==> src/rtl/mips_ctrl_pkg.sv <==
// Shared definitions for the multi-cycle MIPS control sequencer.
//   - opcode values recognised by the decoder
//   - aluOp, aluSrcB and pcSource encodings
//   - control state enumeration and the packed control word that the
//     output decoder hands back to the sequencer
package mips_ctrl_pkg;

  localparam logic [5:0] OP_RTYPE = 6'b000000;
  localparam logic [5:0] OP_LW    = 6'b100011;
  localparam logic [5:0] OP_SW    = 6'b101011;
  localparam logic [5:0] OP_BEQ   = 6'b000100;
  localparam logic [5:0] OP_J     = 6'b000010;
  localparam logic [5:0] OP_ADDI  = 6'b001000;

  localparam logic [1:0] ALUOP_ADD   = 2'b00;
  localparam logic [1:0] ALUOP_SUB   = 2'b01;
  localparam logic [1:0] ALUOP_FUNCT = 2'b10;

  localparam logic [1:0] SRCB_B      = 2'b00;
  localparam logic [1:0] SRCB_FOUR   = 2'b01;
  localparam logic [1:0] SRCB_IMM    = 2'b10;
  localparam logic [1:0] SRCB_IMM_S2 = 2'b11;

  localparam logic [1:0] PCSRC_ALU    = 2'b00;
  localparam logic [1:0] PCSRC_ALUOUT = 2'b01;
  localparam logic [1:0] PCSRC_JUMP   = 2'b10;

  localparam int STATE_W = 4;
  localparam int CTRL_W  = 17;

  typedef enum logic [STATE_W-1:0] {
    S_FETCH  = 4'd0,
    S_DECODE = 4'd1,
    S_EXEC   = 4'd2,
    S_RWB    = 4'd3,
    S_MEMADR = 4'd4,
    S_MEMRD  = 4'd5,
    S_MWB    = 4'd6,
    S_MEMWR  = 4'd7,
    S_BRANCH = 4'd8,
    S_ADDIEX = 4'd9,
    S_ADDIWB = 4'd10,
    S_JUMP   = 4'd11
  } state_e;

  typedef struct packed {
    logic       pc_write;
    logic       pc_write_cond;
    logic       ior_d;
    logic       mem_read;
    logic       mem_write;
    logic       ir_write;
    logic       mem_to_reg;
    logic       reg_dst;
    logic       reg_write;
    logic       alu_src_a;
    logic [1:0] alu_src_b;
    logic [1:0] alu_op;
    logic [1:0] pc_source;
    logic       instr_done;
  } ctrl_word_t;

endpackage

==> src/rtl/ctrl_output_decode.sv <==
// Combinational control-word decoder for the multi-cycle sequencer.
// Ports:
//   state     in   4   current sequencer state (state_e encoding)
//   mem_ready in   1   memory handshake, gates FETCH strobes and MEMWR completion
//   ctrl      out  17  packed ctrl_word_t
// Every field not named for a state is 0, including for unused encodings.
module ctrl_output_decode
  import mips_ctrl_pkg::*;
(
  input  logic [STATE_W-1:0] state,
  input  logic               mem_ready,
  output logic [CTRL_W-1:0]  ctrl
);

  state_e     st;
  ctrl_word_t cw;

  assign st   = state_e'(state);
  assign ctrl = cw;

  always_comb begin
    cw = '0;
    case (st)
      S_FETCH: begin
        cw.mem_read  = 1'b1;
        cw.alu_src_b = SRCB_FOUR;
        cw.alu_op    = ALUOP_ADD;
        cw.pc_source = PCSRC_ALU;
        // PC+4 and IR load only commit once the instruction word arrives
        cw.ir_write  = mem_ready;
        cw.pc_write  = mem_ready;
      end
      S_DECODE: begin
        cw.alu_src_b = SRCB_IMM_S2;
        cw.alu_op    = ALUOP_ADD;
      end
      S_EXEC: begin
        cw.alu_src_a = 1'b1;
        cw.alu_src_b = SRCB_B;
        cw.alu_op    = ALUOP_FUNCT;
      end
      S_RWB: begin
        cw.reg_dst    = 1'b1;
        cw.reg_write  = 1'b1;
        cw.instr_done = 1'b1;
      end
      S_MEMADR: begin
        cw.alu_src_a = 1'b1;
        cw.alu_src_b = SRCB_IMM;
        cw.alu_op    = ALUOP_ADD;
      end
      S_MEMRD: begin
        cw.mem_read = 1'b1;
        cw.ior_d    = 1'b1;
      end
      S_MWB: begin
        cw.mem_to_reg = 1'b1;
        cw.reg_write  = 1'b1;
        cw.instr_done = 1'b1;
      end
      S_MEMWR: begin
        cw.mem_write  = 1'b1;
        cw.ior_d      = 1'b1;
        cw.instr_done = mem_ready;
      end
      S_BRANCH: begin
        cw.alu_src_a     = 1'b1;
        cw.alu_src_b     = SRCB_B;
        cw.alu_op        = ALUOP_SUB;
        cw.pc_write_cond = 1'b1;
        cw.pc_source     = PCSRC_ALUOUT;
        cw.instr_done    = 1'b1;
      end
      S_ADDIEX: begin
        cw.alu_src_a = 1'b1;
        cw.alu_src_b = SRCB_IMM;
        cw.alu_op    = ALUOP_ADD;
      end
      S_ADDIWB: begin
        cw.reg_write  = 1'b1;
        cw.instr_done = 1'b1;
      end
      S_JUMP: begin
        cw.pc_write   = 1'b1;
        cw.pc_source  = PCSRC_JUMP;
        cw.instr_done = 1'b1;
      end
      default: cw = '0;
    endcase
  end

endmodule

==> src/rtl/multicycle_control_fsm.sv <==
// Main control sequencer for the multi-cycle MIPS datapath.
// Walks FETCH..WRITEBACK per instruction, stalls on memReady, flags
// unsupported opcodes in DECODE.
// Ports:
//   clk, rstN (sync, active-low), opcode[5:0] (IR[31:26]), memReady
//   pcWrite, pcWriteCond, iorD, memRead, memWrite, irWrite, memToReg,
//   regDst, regWrite, aluSrcA, aluSrcB[1:0], aluOp[1:0], pcSource[1:0],
//   illegalOp, instrDone
// Parameters ENABLE_ADDI / ENABLE_JUMP: 0 turns that opcode into illegal.
module multicycle_control_fsm
  import mips_ctrl_pkg::*;
#(
  parameter bit ENABLE_ADDI = 1'b1,
  parameter bit ENABLE_JUMP = 1'b1
) (
  input  logic       clk,
  input  logic       rstN,
  input  logic [5:0] opcode,
  input  logic       memReady,
  output logic       pcWrite,
  output logic       pcWriteCond,
  output logic       iorD,
  output logic       memRead,
  output logic       memWrite,
  output logic       irWrite,
  output logic       memToReg,
  output logic       regDst,
  output logic       regWrite,
  output logic       aluSrcA,
  output logic [1:0] aluSrcB,
  output logic [1:0] aluOp,
  output logic [1:0] pcSource,
  output logic       illegalOp,
  output logic       instrDone
);

  state_e            state_q;
  state_e            state_d;
  logic              op_legal;
  logic [CTRL_W-1:0] ctrl_raw;
  ctrl_word_t        cw;

  always_comb begin
    op_legal = 1'b0;
    case (opcode)
      OP_RTYPE, OP_LW, OP_SW, OP_BEQ: op_legal = 1'b1;
      OP_ADDI: op_legal = ENABLE_ADDI;
      OP_J:    op_legal = ENABLE_JUMP;
      default: op_legal = 1'b0;
    endcase
  end

  always_comb begin
    state_d = state_q;
    case (state_q)
      S_FETCH:  state_d = memReady ? S_DECODE : S_FETCH;
      S_DECODE: begin
        // an unsupported opcode retires as a NOP straight back to FETCH
        state_d = S_FETCH;
        if (op_legal) begin
          case (opcode)
            OP_RTYPE:     state_d = S_EXEC;
            OP_LW, OP_SW: state_d = S_MEMADR;
            OP_BEQ:       state_d = S_BRANCH;
            OP_ADDI:      state_d = S_ADDIEX;
            OP_J:         state_d = S_JUMP;
            default:      state_d = S_FETCH;
          endcase
        end
      end
      S_EXEC:   state_d = S_RWB;
      S_RWB:    state_d = S_FETCH;
      S_MEMADR: state_d = (opcode == OP_LW) ? S_MEMRD : S_MEMWR;
      S_MEMRD:  state_d = memReady ? S_MWB : S_MEMRD;
      S_MWB:    state_d = S_FETCH;
      S_MEMWR:  state_d = memReady ? S_FETCH : S_MEMWR;
      S_BRANCH: state_d = S_FETCH;
      S_ADDIEX: state_d = S_ADDIWB;
      S_ADDIWB: state_d = S_FETCH;
      S_JUMP:   state_d = S_FETCH;
      default:  state_d = S_FETCH;
    endcase
  end

  always_ff @(posedge clk) begin
    if (!rstN) state_q <= S_FETCH;
    else       state_q <= state_d;
  end

  ctrl_output_decode u_decode (
    .state     (state_q),
    .mem_ready (memReady),
    .ctrl      (ctrl_raw)
  );

  // holding rstN low silences the datapath immediately, not one edge later
  assign cw = rstN ? ctrl_word_t'(ctrl_raw) : '0;

  assign pcWrite     = cw.pc_write;
  assign pcWriteCond = cw.pc_write_cond;
  assign iorD        = cw.ior_d;
  assign memRead     = cw.mem_read;
  assign memWrite    = cw.mem_write;
  assign irWrite     = cw.ir_write;
  assign memToReg    = cw.mem_to_reg;
  assign regDst      = cw.reg_dst;
  assign regWrite    = cw.reg_write;
  assign aluSrcA     = cw.alu_src_a;
  assign aluSrcB     = cw.alu_src_b;
  assign aluOp       = cw.alu_op;
  assign pcSource    = cw.pc_source;
  assign instrDone   = cw.instr_done;
  assign illegalOp   = rstN & (state_q == S_DECODE) & ~op_legal;

endmodule

==> config.mk <==
export PLATFORM = sky130hd
export DESIGN_NAME = multicycle_control_fsm
export DESIGN_NICKNAME = d
export VERILOG_FILES = /design/src/rtl/mips_ctrl_pkg.sv /design/src/rtl/ctrl_output_decode.sv /design/src/rtl/multicycle_control_fsm.sv
export SDC_FILE = /design/constraint.sdc
export NUM_CORES = 1
export LEC_CHECK = 0
export ABC_AREA = 1
export CORE_MARGIN = 3
export CORE_UTILIZATION = 39
export CTS_CLUSTER_SIZE = 10
export DETAILED_ROUTE_END_ITERATION = 8
export PLACE_DENSITY = 0.78
export SETUP_SLACK_MARGIN = 0.1
export SYNTH_ARGS = -nofsm -noshare
export SYNTH_HDL_FRONTEND = slang
export SYNTH_SLANG_ARGS = --single-unit
==> constraint.sdc <==
create_clock -name clk -period 1.58 [get_ports clk]
set_input_delay 0.316 -clock clk [delete_from_list [all_inputs] [get_ports clk]]
set_output_delay 0.316 -clock clk [all_outputs]
set_load 0.02 [all_outputs]
==> results.txt, run 1 <==
- Placer's final routability congestion estimate: 0.879
* Post_cts resized: 145
- Counting the buffers created by CTS gives 3.
- In this run the deepest clock path goes through 2 buffers.
- Worst slack at placement: -752 ps
* Post-synthesis instance total: 109
* I/O pin total: 27
* Root buffer cell: clkbuf_4
- The synthesized design contains 4 register bits.
- During synthesis, Yosys emitted a total of 0 warnings.
- For this configuration, the core starts out at a cell density of 45.5%.
* Number of rows in the core area: 12
- Hold_buf cts: 0
- Count of unique library cells instantiated by Yosys: 17
- Buffers added to address setup during post-CTS repair amount to 7.
* Die height: 43.4 um
- CTS built an H-tree with a depth of 1.
* Port-buffer cells: 26
* Run status: aborted with a tool error
- Synthesized netlist net count: 118
* Detailed-placement wirelength estimate: 1710 um
* Post-Syn Area per Cell: 5.02 um2
- Die W: 43.4 um
- Sinks on the clock net: 4
- For this run, the register share of the synthesized area comes to 14.6%.
* Last stage reached: clock tree synthesis
* Tool error: [ERROR DPL-0033] detailed placement checks failed during check placement.
- In this run the cell area of the synthesized design comes to 547 um2.
[Yosys cell counts]
cell | n | area [um2]
nor2_4 | 3 | 33.8
o21ai_0 | 2 | 10.0
nor2_1 | 27 | 101
nand4_1 | 2 | 12.5
a21oi_1 | 6 | 30.0
nor3_1 | 3 | 15.0
nand2_2 | 1 | 6.26
nand3_1 | 11 | 55.1
nand2_1 | 26 | 97.6
nand3_2 | 1 | 10.0
clkinv_1 | 1 | 3.75
inv_2 | 2 | 7.51
a41oi_1 | 1 | 8.76
clkbuf_1 | 1 | 3.75
dfxtp_1 | 4 | 80.1
inv_1 | 17 | 63.8
buf_4 | 1 | 7.51
[metrics by stage]
stage          cell area (um2)  setup TNS (ps)  instances
2_1_floorplan              554               0        109
3_3_place_gp              1020          -10400        173
3_5_place_dp              1020          -11400        173
[logic make-up after synthesis]
group / Yosys count / synth area share [%]
AND/OR/NAND/NOR: 74 / 60.6
AO/OA/AOI/OAI: 9 / 8.93
flip-flops: 4 / 14.6
buffers and inverters: 22 / 15.8
==> run 2, diff against run 1 <==
Settings changed: CORE_AREA set to 3 3 64 66, CORE_MARGIN 3 to not set, CORE_UTILIZATION 39 to not set, CTS_CLUSTER_SIZE 10 to not set, DIE_AREA set to 0 0 67 69, PLACE_DENSITY 0.78 to not set, PLACE_DENSITY_LB_ADDON set to 0.15, SETUP_SLACK_MARGIN 0.1 to not set.
==> run 2 against run 1 <==
The flow now finishes, with violations (negative setup slack). Synthesized area unchanged. Synthesized cell count did not move.
==> results.txt, run 2 <==
- In this run the number of H-tree levels came out at 1.
- Cell types occupying the most area after synthesis: nor2_1 (19%), nand2_1 (18%), dfxtp_1 (15%)
* Slew Viols, Final: 0
* Post-synthesis mux area share: 0%
- Commonest cells after routing, fill and taps aside: buf_4 (39), nand2_1 (17), nor2_1 (16), inv_1 (14)
- Fill cell instance count of the final layout: 438
- Post-Syn Area per Cell: 5.02 um2
- nor2_1 is the most common cell in the netlist.
* Compound-Gate Fraction of Synth Area: 8.92%
- The completed layout was analyzed and its total power is 509 uW.
- Entering global routing, the biggest net connects 9 pins.
- Detail Route met2 WL: 1120 um
* Endpoints failing setup: 5
* Routed vias: 878
- Final standard cell area without fillers: 1280 um2
- Setup TNS after final layout: -75.9 ps
- Routed vias/inst: 4.05
* CTS buffer count: 3
- Die W: 67 um
- Data arrival time at the worst-slack endpoint: 1310 ps
* Setup repair after global routing missed its margin: true
* Asr flop ratio synth: 0%
- Initial Util: 15.0%
* Total met3 wirelength after detailed routing: 138 um
* Clock-pin slew of the registers on the worst-case setup and hold paths: 30 ps
- Clock Skews: 2.25 ps
- The placed instances occupy a cell area of 1080 um2.
- Post-route non-filler standard cell count: 217
- Fraction of synthesized cell area taken by the top area cell type: 18.5%
- The number of antenna violations at the first check in global routing is 0.
* Global-route usage over all layers: 9.60%
- Summed over all cells, the static leakage comes to 0.000693 uW.
- Worst Setup Slack, final: -41.5 ps
* Top FF cell, synth: dfxtp_1
* Most frequent standard cell in the layout excluding fill and tap cells: buf_4
- Max Fanout on Critical Path: 4
- Antenna diode count: 0
* First-pass GRT wire length: 3520 um
* Placer's final routability congestion estimate: 0.808
- Counting every net in the synthesized netlist gives 118.
- Run status: complete, but fails checks
- After detailed routing, the average wire length per cell comes to 10.4 um.
- Overall overflow remaining after global route: 0
- Final Hold Vio Count: 0
- After detailed routing, the number of remaining DRC violations is 0.
* Clk_lat worst skew: 220 ps
- The die covers 4620 um2.
* TritonCTS clock tree: done
- Rel. slew slack: 86.2%
- Share of final-layout standard cells stronger than drive strength 1: 58.0%
- Area added between synthesis and finish: 134%
* Core area: 3630 um2
* Crit. End Element: output pin
* I/O pin total: 27
- For this design, the sink count on the clock tree is 4.
* Overall routed net length: 2260 um
* Most frequent cells after synthesis: nor2_1 (27), nand2_1 (26), inv_1 (17), nand3_1 (11), a21oi_1 (6)
- For the pin with the worst max-slew slack, the measured transition is 207 ps.
- Count of flip-flops with a built-in enable after synthesis: 0
* Nets: 180
* Max Cap Viol: 0
- Top register by number of flip-flops: state_q
* Yosys warning count: 0
- Post-synthesis instance total: 109
- Post-synthesis share of cell area spent on xor and xnor gates: 0%
- In this run the vertical extent of the chip is 69 um.
* Power per standard cell area: 398 nW/um2
- The highest layer touched by signal routing is met4.
- Root buffer cell: clkbuf_8
- Worst setup SP type: flop
* Met1 routed wirelength after detailed routing: 976 um
* Synthesized cell area: 547 um2
- Number of rows in the core area: 22
* DRT Pass-1 Iters: 4
- Buffers placed on the I/O ports in this run total 26.
- Maximum buffer depth of the clock tree: 2
* Number of storage elements in the synthesis netlist: 4
- Number of flip-flops under the largest register name: 4
* Simple-gate area share of the yosys netlist: 60.6%
* Count of nets left with antenna violations after detail routing: 0
* Required time at the worst-slack endpoint: 1260 ps
- The final reports fail on negative setup slack.
- Cell taking the most area after synthesis: nor2_1
- Register area share after synthesis: 14.6%
* Post-synthesis adder-cell area fraction: 0%
* Area of combinational cells with multiple inputs: 518 um2
* Path type of the worst min-delay path: reg -> reg
- The detailed router finished its first iteration with 30 violations.
* Peak VDD IR: 0.000119 V
- Count of unique library cells instantiated by Yosys: 17
- Critical path class: reg -> out
* Fin crit share: 103%
- Final worst hold slack: 671 ps
- Including well taps, the total number of placed cells is 211.
- Vias in the first global route: 846
* Largest registers in the final layout: state_q: 4 flops
- Largest family of logic cells by synthesized area: simple AND/OR/NAND/NOR gates
- Highest Clock Rate: 617 MHz
* Detailed-placement wirelength estimate: 1780 um
- Post-layout minimum cycle time: 1620 ps
- FF+latch area: 90.1 um2
## run 2: area by class of cell
type | count | area share [%]
Timing Repair Buffer | 59 | 38.1
Tap cell | 48 | 4.69
Sequential cell | 4 | 7.04
Clock buffer | 3 | 3.23
Inverter | 20 | 6.45
Multi-Input combinational cell | 83 | 40.5
## run 2: path summary, 6_finish.rpt
path	from	end	slack, ps	depth (start not counted)
hold reg to reg	state_q[1]	state_q[2]	670	3
hold / removal	state_q[1]	state_q[2]	670	3
setup / recovery	state_q[2]	aluSrcA	-40	5
setup reg to reg	state_q[2]	state_q[2]	300	8
## run 2: repair_timing
action / CTS / global route
resized for setup: 140 / 17
hold buffers: 0 / 0
setup endpoints to repair: 18 / 12
setup buffers: 2 / 1
pin swaps: 7 / 5
## run 2: worst max-delay path, stage by stage (launching register included)
cell	delay, ps
dfxtp_2	330
nor2_4	180
buf_4	140
nand2_2	70
a41oi_2	190
buf_4	170
## run 2: per-stage QoR
stage / utilization, % / setup WS, ps
global route: 35.2 / -125
detailed placement: 29.8 / -698
global placement: 29.8 / -681
finish: 35.2 / -41.5
floorplan: - / 9.80
CTS: 33.4 / -23.4
## run 2: metal layers
| metal | up-vias | global-route usage (%) |
|---|---|---|
| met5 | - | 0 |
| met4 | 0 | 4.05 |
| met3 | 2 | 0.489 |
| met2 | 23 | 15.9 |
| met1 | 392 | 12.6 |
| li1 | 461 | - |
## run 2: power by group
group	total, uW	switching (uW)	leakage [uW]	internal [uW]
clock	216	53.6	0.0000216	162
sequential	111	7.91	0.0000349	103
combinational	182	92.8	0.000636	89.6
total	509	154	0.000693	355
## run 2: logic make-up (layout without fill, tap and decap cells)
logic type	count (synthesis)	after routing
AO/OA/AOI/OAI	9	9
buffers and inverters	22	82
flip-flops	4	4
AND/OR/NAND/NOR	74	74
Note: power is estimated with default switching activity, not from simulation.
==> run 3, diff against run 2 <==
Clock period 1.58 ns to 1.65 ns, I/O delays scaled along.
==> run 3 against run 2 <==
The run now ends clean. Clock skew is essentially flat. Non-clock buffer count fell by 2. Clock-buffer cell count unchanged. Sequential cell count unchanged. Via count shrank 2.4%. Die area did not move. Final cell count down 0.92%. Largest power group unchanged.
==> results.txt, run 3 (synthesized netlist as in run 2, its figures left out) <==
- Post-layout minimum cycle time: 1600 ps
* Routed vias/inst: 3.99
- For this run, the total global-route usage over all layers was measured as 9.37%.
- Crit path to: aluSrcA
- The number of antenna violations at the first check in global routing came to 0.
* Crit. End Element: output pin
- Counting the buffers created by CTS gives 3.
- From bottom edge to top edge, the die measures 69 um.
* Core occupancy in the finished layout: 33.2%
- The min-delay analysis places its worst path in the category reg -> reg.
* Maximum buffer depth of the clock tree: 2
- Clk_lat worst skew: 220 ps
- In this run the number of cells on the critical path is 4.
- The number of buffers and inverters on the critical path is 1.
- Peak VDD IR: 0.000114 V
* Number of rows in the core area: 22
* Largest registers in the final layout: state_q: 4 flops
- Commonest cells after routing, fill and taps aside: buf_4 (39), nand2_1 (19), nor2_1 (17), inv_1 (14)
* Detailed-placement wirelength estimate: 1780 um
- Critical register-to-register path endpoint: state_q[2]
- Rel. slew slack: 88.1%
- STA classifies the critical path startpoint as a flop.
- Top register by number of flip-flops: state_q
- The clock net in this run drives a total of 4 sinks.
- The max-slew violation count was 0.
- The setup path with the least slack is of type reg -> out.
- Broken down by cell family, the worst path's largest delay share belongs to flip-flops.
* Final Hold Vio Count: 0
* Initial Util: 15.0%
* Worst setup startpoint: state_q[0]
- Worst path cell trace: nor2_4 > nand2_2 > a41oi_2 > buf_4
* Most frequent standard cell in the layout excluding fill and tap cells: buf_4
* Die area: 4620 um2
- The analysis attributes to cell leakage a power of 0.000668 uW.
- Nets: 178
- Across all layers, the routed design uses 857 vias.
- Reg-to-reg critical path startpoint: state_q[2]
- In this run, post-CTS hold repair placed 0 buffers.
- I/O pin total: 27
* Placer's final routability congestion estimate: 0.808
- The repair_antennas step left the layout with diodes totalling 0.
- The register with the most flip-flops in the layout has 4 of them.
- After detailed routing, the number of remaining DRC violations is 0.
* Share of final-layout standard cells stronger than drive strength 1: 55.7%
* Drt first-iter violations: 28
- Max Fanout on Critical Path: 6
* Area added between synthesis and finish: 120%
* Clock Skews: 2.33 ps
* Setup repair after global routing missed its margin: true
- Vias in the first global route: 819
- Worst Max-Slew Pin Slew: 179 ps
* Worst reg-to-reg path cell count: 8
- The count of buffers added on input and output ports is 26.
- In this run the horizontal extent of the chip is 67 um.
- Including well taps, the total number of placed cells is 211.
* Max Cap Viol: 0
* Count of nets left with antenna violations after detail routing: 0
- Endpoints failing setup: 0
- The first global-routing pass estimated 3430 um of wire.
* H-tree depth reported by CTS: 1
- The core region is 3630 um2.
- Slowest stage delay, CP: 370 ps
- Flop-to-flop setup slack: 370 ps
- Dividing the detail-routed wire length by the instance count gives 10.1 um.
* DRT Pass-1 Iters: 2
- After layout, the worst path uses 97.3% of the clock period.
* Highest Clock Rate: 623 MHz
- After detailed routing, the total wire length is 2170 um.
- On the critical path, the stage with the largest delay is an instance of dfxtp_4.
- The run finished with clean final reports.
- Data arrives at the worst endpoint at 1270 ps.
- Overall overflow remaining after global route: 0
- In this run the clock root is driven by a clkbuf_8.
- In the final timing run, aggregate negative setup slack is 0 ps.
- Post-route non-filler standard cell count: 215
- STA puts the critical path data required time at 1320 ps.
* Pin count of the biggest net entering global routing: 9
* Clock-pin slew of the registers on the worst-case setup and hold paths: 30 ps
* TritonCTS clock tree: done
- Power per standard cell area: 386 nW/um2
run 3: worst min path at each step:
stage	start	end	slack, ps	depth (start not counted)
2_1_floorplan	rstN	state_q[0]	520	2
3_3_place_gp	state_q[1]	state_q[2]	660	3
3_5_place_dp	state_q[1]	state_q[2]	670	3
4_1_cts	state_q[1]	state_q[2]	690	3
5_1_grt	state_q[1]	state_q[2]	690	3
6_report	state_q[1]	state_q[2]	670	3
run 3: what timing repair did:
item | CTS | global route
setup endpoints to repair | 18 | 13
gates resized for setup | 116 | 24
pin swaps | 2 | 3
setup buffers | 0 | 1
run 3: metal layers:
layer / GRT usage (%) / vias up / part of all wire, %
met4: 4.05 / 0 / 0.97
met5: 0 / - / 0
met3: 0.489 / 2 / 5.7
li1: - / 455 / -
met2: 15.1 / 21 / 48
met1: 12.7 / 379 / 45
run 3: area by class of cell:
cell class	count	area, um2
clock buffers	3	41.3
fillers	439	2430
inverters	20	78.8
multi-input cells	83	493
flip-flops and latches	4	90.1
well taps	48	60.1
repair buffers	57	442
run 3: metrics by stage:
stage	setup slack, ps	total power [uW]	area (um2)	hold WS, ps
floorplan	64.9	163	547	521
global placement	-639	252	1080	660
detailed placement	-656	252	1080	668
CTS	-9.28	464	1140	689
global route	-62.5	489	1200	695
finish	45.1	465	1200	666
run 3: worst reg2reg max path, delay by kind of cell (launching register included):
| family | cells | cell delay, ps |
|---|---|---|
| AND/OR/NAND/NOR | 3 | 320 |
| flip-flops | 1 | 360 |
| AO/OA/AOI/OAI | 2 | 190 |
| buffers and inverters | 3 | 330 |
run 3: where the power goes:
group | internal [uW] | total, uW | switching (uW)
sequential | 98.6 | 106 | 7.08
clock | 156 | 206 | 50.9
combinational | 72.1 | 153 | 80.8
